File: src/rtl/csi_capture_pkg.sv
// Shared types and constants for the CSI capture controller.
// State encodings are exported so host-visible state_out values have one
// definition. TSTAMP only appears when CSI_CAPTURE_TIMESTAMP_EN is defined.
package csi_capture_pkg;

   localparam logic [15:0] CSI_HDR_MAGIC = 16'hC51F;

   localparam logic [3:0] STATE_IDLE       = 4'd0;
   localparam logic [3:0] STATE_WAIT_POWER = 4'd1;
   localparam logic [3:0] STATE_SYNC_SHORT = 4'd2;
   localparam logic [3:0] STATE_SYNC_LONG  = 4'd3;
   localparam logic [3:0] STATE_HEADER     = 4'd4;
   localparam logic [3:0] STATE_TSTAMP     = 4'd5;
   localparam logic [3:0] STATE_PAYLOAD    = 4'd6;
   localparam logic [3:0] STATE_DRAIN      = 4'd7;
   localparam logic [3:0] STATE_HOLDOFF    = 4'd8;

   typedef enum logic [3:0] {
      ST_IDLE       = STATE_IDLE,
      ST_WAIT_POWER = STATE_WAIT_POWER,
      ST_SYNC_SHORT = STATE_SYNC_SHORT,
      ST_SYNC_LONG  = STATE_SYNC_LONG,
      ST_HEADER     = STATE_HEADER,
      ST_TSTAMP     = STATE_TSTAMP,
      ST_PAYLOAD    = STATE_PAYLOAD,
      ST_DRAIN      = STATE_DRAIN,
      ST_HOLDOFF    = STATE_HOLDOFF
   } capture_state_t;

endpackage

File: src/rtl/csi_axis_skid.sv
// One-entry registered AXI-Stream stage. Accepts a new beat whenever the
// register is empty or is being drained in the same cycle, so it sustains
// one beat per clock. Output data/last hold while valid is stalled.
module csi_axis_skid #(
   parameter int DATA_WIDTH = 32
) (
   input  logic                  clk_in,
   input  logic                  rst_in,
   input  logic                  in_valid,
   input  logic [DATA_WIDTH-1:0] in_data,
   input  logic                  in_last,
   output logic                  in_ready,
   output logic                  out_valid,
   output logic [DATA_WIDTH-1:0] out_data,
   output logic                  out_last,
   input  logic                  out_ready
);

   logic                  vld_p1;
   logic [DATA_WIDTH-1:0] data_p1;
   logic                  last_p1;

   assign in_ready  = !vld_p1 || out_ready;
   assign out_valid = vld_p1;
   assign out_data  = data_p1;
   assign out_last  = last_p1;

   // Output register: load on accept, empty when the consumer takes the beat
   always_ff @(posedge clk_in or posedge rst_in) begin
      if (rst_in) begin
         vld_p1  <= 1'b0;
         data_p1 <= '0;
         last_p1 <= 1'b0;
      end else if (in_valid && in_ready) begin
         vld_p1  <= 1'b1;
         data_p1 <= in_data;
         last_p1 <= in_last;
      end else if (out_ready) begin
         vld_p1  <= 1'b0;
      end
   end

endmodule

File: src/rtl/csi_capture_ctrl.sv
// Packet-acquisition sequencer and CSI framer. Drives the short/long sync
// stages, applies search timeouts and a post-frame hold-off, and wraps each
// equalizer CSI frame behind a {magic, frame_count} header word.
// Optional macro CSI_CAPTURE_TIMESTAMP_EN adds a second header word carrying
// the cycle count latched when the long-preamble search begins.
module csi_capture_ctrl
   import csi_capture_pkg::*;
#(
   parameter int DATA_WIDTH      = 32,
   parameter int SHORT_TIMEOUT   = 640,
   parameter int LTS_WINDOW      = 320,
   parameter int HOLDOFF_CYCLES  = 64,
   parameter int NUM_SUBCARRIERS = 64
) (
   input  logic                  clk_in,
   input  logic                  rst_in,
   input  logic                  enable_in,
   input  logic                  sample_valid_in,
   input  logic                  power_trigger_in,
   input  logic                  short_detected_in,
   output logic                  sync_short_rst_out,
   output logic                  sync_long_rst_out,
   output logic                  short_sample_en_out,
   output logic                  long_sample_en_out,
   input  logic                  csi_s_axis_tvalid,
   input  logic                  csi_s_axis_tlast,
   input  logic [DATA_WIDTH-1:0] csi_s_axis_tdata,
   output logic                  csi_s_axis_tready,
   output logic                  csi_m_axis_tvalid,
   output logic                  csi_m_axis_tlast,
   output logic [DATA_WIDTH-1:0] csi_m_axis_tdata,
   input  logic                  csi_m_axis_tready,
   output logic [3:0]            state_out,
   output logic [15:0]           frame_count_out,
   output logic [15:0]           abort_count_out,
   output logic [15:0]           error_count_out,
   output logic                  overflow_out
);

   localparam int MAX_AB  = (SHORT_TIMEOUT > LTS_WINDOW) ? SHORT_TIMEOUT : LTS_WINDOW;
   localparam int MAX_CNT = (MAX_AB > HOLDOFF_CYCLES) ? MAX_AB : HOLDOFF_CYCLES;
   localparam int CNT_W   = $clog2(MAX_CNT) + 1;
   localparam int BEAT_W  = $clog2(NUM_SUBCARRIERS) + 1;

   capture_state_t        state;
   logic [CNT_W-1:0]      sample_cnt;
   logic [CNT_W-1:0]      hold_cnt;
   logic [BEAT_W-1:0]     beat_cnt;

   logic                  skid_in_valid;
   logic [DATA_WIDTH-1:0] skid_in_data;
   logic                  skid_in_last;
   logic                  skid_in_ready;
   logic                  discard_st;
   logic                  last_beat;
   logic                  beat_acc;

   function automatic logic [15:0] sat_inc16(input logic [15:0] v);
      return (v == 16'hFFFF) ? v : v + 16'd1;
   endfunction

`ifdef CSI_CAPTURE_TIMESTAMP_EN
   logic [31:0] cycle_cnt;
   logic [31:0] tstamp_q;

   // Free-running cycle counter, sampled as the long-preamble search starts
   always_ff @(posedge clk_in or posedge rst_in) begin
      if (rst_in) begin
         cycle_cnt <= '0;
         tstamp_q  <= '0;
      end else begin
         cycle_cnt <= cycle_cnt + 32'd1;
         if (state == ST_SYNC_SHORT && short_detected_in)
            tstamp_q <= cycle_cnt;
      end
   end
`endif

   assign state_out           = state;
   assign short_sample_en_out = (state == ST_SYNC_SHORT) && sample_valid_in;
   assign long_sample_en_out  = (state == ST_SYNC_LONG) && sample_valid_in;
   assign discard_st          = (state == ST_IDLE) || (state == ST_WAIT_POWER) ||
                                (state == ST_SYNC_SHORT) || (state == ST_HOLDOFF);
   assign last_beat           = (beat_cnt == BEAT_W'(NUM_SUBCARRIERS - 1));
   assign beat_acc            = (state == ST_PAYLOAD) && csi_s_axis_tvalid && skid_in_ready;

   // Stream steering: header words, payload pass-through, or sink/stall input
   always_comb begin
      skid_in_valid     = 1'b0;
      skid_in_data      = '0;
      skid_in_last      = 1'b0;
      csi_s_axis_tready = 1'b0;
      case (state)
         ST_IDLE, ST_WAIT_POWER, ST_SYNC_SHORT, ST_HOLDOFF, ST_DRAIN:
            csi_s_axis_tready = 1'b1;
         ST_HEADER: begin
            skid_in_valid = 1'b1;
            skid_in_data  = DATA_WIDTH'({CSI_HDR_MAGIC, frame_count_out});
         end
`ifdef CSI_CAPTURE_TIMESTAMP_EN
         ST_TSTAMP: begin
            skid_in_valid = 1'b1;
            skid_in_data  = DATA_WIDTH'(tstamp_q);
         end
`endif
         ST_PAYLOAD: begin
            skid_in_valid     = csi_s_axis_tvalid;
            skid_in_data      = csi_s_axis_tdata;
            skid_in_last      = csi_s_axis_tlast || last_beat;
            csi_s_axis_tready = skid_in_ready;
         end
         default: ;
      endcase
      if (rst_in)
         csi_s_axis_tready = 1'b0;
   end

   // Acquisition FSM with its sample, hold-off, beat and statistics counters
   always_ff @(posedge clk_in or posedge rst_in) begin
      if (rst_in) begin
         state              <= ST_IDLE;
         sample_cnt         <= '0;
         hold_cnt           <= '0;
         beat_cnt           <= '0;
         frame_count_out    <= '0;
         abort_count_out    <= '0;
         error_count_out    <= '0;
         overflow_out       <= 1'b0;
         sync_short_rst_out <= 1'b0;
         sync_long_rst_out  <= 1'b0;
      end else begin
         sync_short_rst_out <= 1'b0;
         sync_long_rst_out  <= 1'b0;
         if (discard_st && csi_s_axis_tvalid)
            overflow_out <= 1'b1;
         case (state)
            ST_IDLE:
               if (enable_in)
                  state <= ST_WAIT_POWER;
            ST_WAIT_POWER:
               if (!enable_in) begin
                  state <= ST_IDLE;
               end else if (power_trigger_in) begin
                  state              <= ST_SYNC_SHORT;
                  sync_short_rst_out <= 1'b1;
                  sample_cnt         <= '0;
               end
            ST_SYNC_SHORT:
               if (short_detected_in) begin
                  state             <= ST_SYNC_LONG;
                  sync_long_rst_out <= 1'b1;
                  sample_cnt        <= '0;
               end else if (!power_trigger_in || sample_cnt >= CNT_W'(SHORT_TIMEOUT)) begin
                  state           <= ST_HOLDOFF;
                  abort_count_out <= sat_inc16(abort_count_out);
               end else if (sample_valid_in) begin
                  sample_cnt <= sample_cnt + CNT_W'(1);
               end
            ST_SYNC_LONG:
               if (csi_s_axis_tvalid) begin
                  state <= ST_HEADER;
               end else if (!power_trigger_in || sample_cnt >= CNT_W'(LTS_WINDOW)) begin
                  state           <= ST_HOLDOFF;
                  abort_count_out <= sat_inc16(abort_count_out);
               end else if (sample_valid_in) begin
                  sample_cnt <= sample_cnt + CNT_W'(1);
               end
            ST_HEADER:
               if (skid_in_ready) begin
                  beat_cnt <= '0;
`ifdef CSI_CAPTURE_TIMESTAMP_EN
                  state    <= ST_TSTAMP;
`else
                  state    <= ST_PAYLOAD;
`endif
               end
`ifdef CSI_CAPTURE_TIMESTAMP_EN
            ST_TSTAMP:
               if (skid_in_ready)
                  state <= ST_PAYLOAD;
`endif
            ST_PAYLOAD:
               if (beat_acc) begin
                  beat_cnt <= beat_cnt + BEAT_W'(1);
                  if (csi_s_axis_tlast || last_beat)
                     frame_count_out <= frame_count_out + 16'd1;
                  if (last_beat) begin
                     if (csi_s_axis_tlast) begin
                        state <= ST_HOLDOFF;
                     end else begin
                        state           <= ST_DRAIN;
                        error_count_out <= sat_inc16(error_count_out);
                     end
                  end else if (csi_s_axis_tlast) begin
                     state           <= ST_HOLDOFF;
                     error_count_out <= sat_inc16(error_count_out);
                  end
               end
            ST_DRAIN:
               if (csi_s_axis_tvalid && csi_s_axis_tlast)
                  state <= ST_HOLDOFF;
            ST_HOLDOFF:
               if (hold_cnt == CNT_W'(HOLDOFF_CYCLES - 1)) begin
                  state    <= ST_WAIT_POWER;
                  hold_cnt <= '0;
               end else begin
                  hold_cnt <= hold_cnt + CNT_W'(1);
               end
            default:
               state <= ST_IDLE;
         endcase
      end
   end

   csi_axis_skid #(
      .DATA_WIDTH(DATA_WIDTH)
   ) u_out_skid (
      .clk_in    (clk_in),
      .rst_in    (rst_in),
      .in_valid  (skid_in_valid),
      .in_data   (skid_in_data),
      .in_last   (skid_in_last),
      .in_ready  (skid_in_ready),
      .out_valid (csi_m_axis_tvalid),
      .out_data  (csi_m_axis_tdata),
      .out_last  (csi_m_axis_tlast),
      .out_ready (csi_m_axis_tready)
   );

endmodule
File: config.mk
export PLATFORM = sky130hd
export DESIGN_NAME = csi_capture_ctrl
export DESIGN_NICKNAME = d
export VERILOG_FILES = /design/src/rtl/csi_capture_pkg.sv /design/src/rtl/csi_axis_skid.sv /design/src/rtl/csi_capture_ctrl.sv
export SDC_FILE = /design/constraint.sdc
export NUM_CORES = 1
export LEC_CHECK = 0
export CAP_MARGIN = 20
export CORE_MARGIN = 2
export CORE_UTILIZATION = 52
export CTS_BUF_LIST = sky130_fd_sc_hd__clkbuf_4
export DETAILED_ROUTE_END_ITERATION = 8
export PLACE_DENSITY = 0.83
export SLEW_MARGIN = 20
export SYNTH_ARGS = -nofsm -noshare
export SYNTH_HDL_FRONTEND = slang
export SYNTH_SLANG_ARGS = --single-unit
File: constraint.sdc
create_clock -name clk_in -period 4.96 [get_ports clk_in]
set_input_delay 1.24 -clock clk_in [delete_from_list [all_inputs] [get_ports clk_in]]
set_output_delay 1.24 -clock clk_in [all_outputs]
set_load 0.005 [all_outputs]
==> impl_results.md <==
- Outcome: finished clean
- Final setup fails: 0
- Period utilization: 81.0%
- Largest net degree at the start of global routing: between 70 and 80
- Peak supply drop: 0.000150 V
- CP arrival: 2780 ps
- Synth async-reset ratio: 100%
- Placer Congestion: 0.794
- Final Hold Slack: 479 ps
- Core area: 10800 um2
- Combinational power share: 3.6%
- Initial antenna violation count: 0
- Iter 0 DRT Violations: between 200 and 300
- Post-DP HPWL: around 10 mm
- CP Buf/Inv Count: 2
- Worst Tran Pin Value: 998 ps
- CTS tree: built
- Setup TNS: 0 ps
- Layout cells sized above 1: 8.19%
- Number of buffers created by CTS: 17
- Final Hold Violating Endpoints: 0
- R2R Setup Slk: between 1500 and 2000 ps
- Mapped Nets: about 600
- NetSw: ~0.39 mW
- Drt drc: 0
- Sequential power share: 54.3%
- Via count: between 4000 and 5000
- IO Pins: 133
- Starting Density: 53.2%
- Clk Latency, worst-skew pair: 520 ps
- Die area: about 12000 um2
- Antenna Nets Post-Route: 0
- Worst-path fanout max: 5
- Max-cap check violation count: 0
- Overall Global Routing Usage: 24.9%
- Die Wd: 109 um
- WP data required: around 3700 ps
- CTS Sinks: between 100 and 150
- Grt total ovfl: 0
- First-pass GRT wire length: roughly 23 mm
- Final instance area: between 7000 and 8000 um2
- Crit path max-delay family: buffers and inverters
- Worst Hold Class: reg2reg
- Final Skew: 15.7 ps
- Worst-path clk slew: roughly 100 ps
- Crit end category: output pin
- Leak pwr: 3.23 nW
- Post-CTS Hold Buffers: 0
- Pre-Repair DR Iteration Count: 5
- Design Power: around 1.8 mW
- Clock Tree Root: clkbuf_4
- CP peak stage delay: 530 ps
- PortBufs: 132
- Cells after Synth: 553
- P&R area growth vs syn: 30.0%
- Critical Path Most Common Cell: clkdlybuf4s50_1
- Post_cts resized: 0
- DR vias/cell: 5.71
- Final net count: around 730
- Synth warnings: 0
- P_int: about 1.4 mW
- Net Sw Frac: 21.7%
- Inserted Diodes: 0
- RSZ-0062 raised after global routing: false
- Pwr dens: around 240 nW/um2
- DRT Wirelength: 14.2 mm
- EDFF count, synth: 0
- Clk network pwr share: a little over two fifths
- Flops & latches, synth: 118
- Crit path kind: in2out
- Rel. slew slack: 33.5%
- Sequential element share of the synthesized area: 51.2%
- Non-Filler Instances: 836
- Syn Area/Cell: 10.4 um2
- Post-synthesis cell type count: 55
- FMAX: 0.249 GHz
- Cell Area, Placed: 7190 um2
- Slowest stage cell, crit path: clkdlybuf4s50_1
- Synthesized cell area: 5760 um2
- Synth Flop Type: dfrtp_1
- Post-CTS setup repair buffer count: 0
- Number of global-route vias before repair: roughly 4600
- Clock Tree Buf Depth: 2
- CTS H-tree lvls: 4
- WL/cell: 16.9 um
- Minimum clock period: 4020 ps
- Startpoint Class: input pin
- Placed Cells: a little over 800
- Max Slew Vio Count: 0
- Critical-path cell list: clkdlybuf4s50_1 > nand2b_1 > o21ai_0 > a21oi_1 > clkdlybuf4s50_1
- Die H: 109 um
- Row count: 38
registers in the layout, indices dropped and copies added, names as in the netlist, 4 cells and up:
register / cells
hold_cnt: 11
abort_count_out: 16
u_out_skid.out_data: 32
state_out: 4
frame_count_out: 16
sample_cnt: 11
error_count_out: 16
beat_cnt: 7
synthesized netlist by cell type, types with 3 or more instances:
master | number | area share, %
nand2_1 | 71 | 4.6
nor3_1 | 12 | 1.0
o21ai_0 | 12 | 1.0
and3_1 | 16 | 1.7
nand2b_1 | 5 | 0.54
mux2i_1 | 16 | 2.8
buf_2 | 5 | 0.43
dfrtp_1 | 118 | 51
a31oi_1 | 4 | 0.43
clkbuf_1 | 15 | 0.98
nand3_1 | 25 | 2.2
xor2_1 | 23 | 3.5
xnor2_1 | 39 | 5.9
ha_1 | 7 | 1.5
nor2b_1 | 15 | 1.6
and2_1 | 5 | 0.54
nand4_1 | 20 | 2.2
a21oi_1 | 9 | 0.78
nor4_1 | 4 | 0.43
o21a_1 | 3 | 0.39
nor2_2 | 3 | 0.33
nor2_1 | 36 | 2.3
nand3b_1 | 3 | 0.39
and4_1 | 4 | 0.61
mux2_2 | 7 | 1.4
a22o_1 | 8 | 1.2
inv_1 | 10 | 0.65
o31ai_1 | 25 | 3.3
per-stage QoR:
step	worst slack (ps)	util, %
final	943	69.1
after global routing	842	69.1
after CTS	948	69.1
after detailed placement	955	66.3
after global placement	1070	66.3
after floorplan	591	-
power by group through the flow:
stage	registers (mW)	clock network, mW	logic [mW]
2_1_floorplan	0.980	0	0.0203
3_3_place_gp	0.980	0	0.0639
3_5_place_dp	0.980	0	0.0650
4_1_cts	0.961	0.761	0.0656
5_1_grt	0.962	0.810	0.0704
6_report	0.961	0.747	0.0638
path summary, 6_finish.rpt:
| kind | from | depth (start not counted) | endpoint |
|---|---|---|---|
| worst max-delay path | csi_m_axis_tready | 5 | csi_s_axis_tready |
| worst min-delay path | hold_cnt[4] | 1 | hold_cnt[4] |
| worst max register to register | state_out[2] | 3 | u_out_skid.out_data[19] |
| worst min register to register | hold_cnt[4] | 1 | hold_cnt[4] |
| max in group asynchronous | rst_in | 3 | error_count_out[2] |
| min in group asynchronous | rst_in | 2 | u_out_skid.out_data[31] |
cells in the final DEF, fill, tap and decap left out, drive strengths merged, types with 14 or more instances in the layout:
cell,count
clkdlybuf4s50,132
dfrtp,118
nand2,71
xnor2,39
nor2,39
nand3,25
o31ai,25
xor2,23
nand4,20
clkbuf,18
and3,16
mux2i,16
nor2b,15
nor3,14
routing by layer:
layer / part of all wire, % / global-route usage, % / vias to the layer above / wire [um]
li1: - / - / 2219 / -
met5: 0 / 0 / - / 0
met1: 43 / 32.7 / 2341 / 6070
met4: 1.9 / 8.59 / 0 / 270
met2: 47 / 39.4 / 192 / 6720
met3: 7.7 / 7.77 / 23 / 1100
cell families after synthesis:
group / after synthesis / synth area share (%)
muxes: 23 / 4.15
buffers and inverters: 32 / 2.32
AOI/OAI and AO/OA: 74 / 9.55
adders and majority gates: 8 / 1.69
and+or+nand+nor: 236 / 21.6
DFF: 118 / 51.2
xor gates and xnor gates: 62 / 9.42
area by class of cell:
type	instances	area, um2
Sequential cell	118	2950
Multi-Input combinational cell	403	2680
Inverter	10	40.0
Clock buffer	18	135
Fill cell	825	3350
Clock inverter	12	161
Timing Repair Buffer	135	1340
Tap cell	140	175
Power figures use the tool's default switching activity.
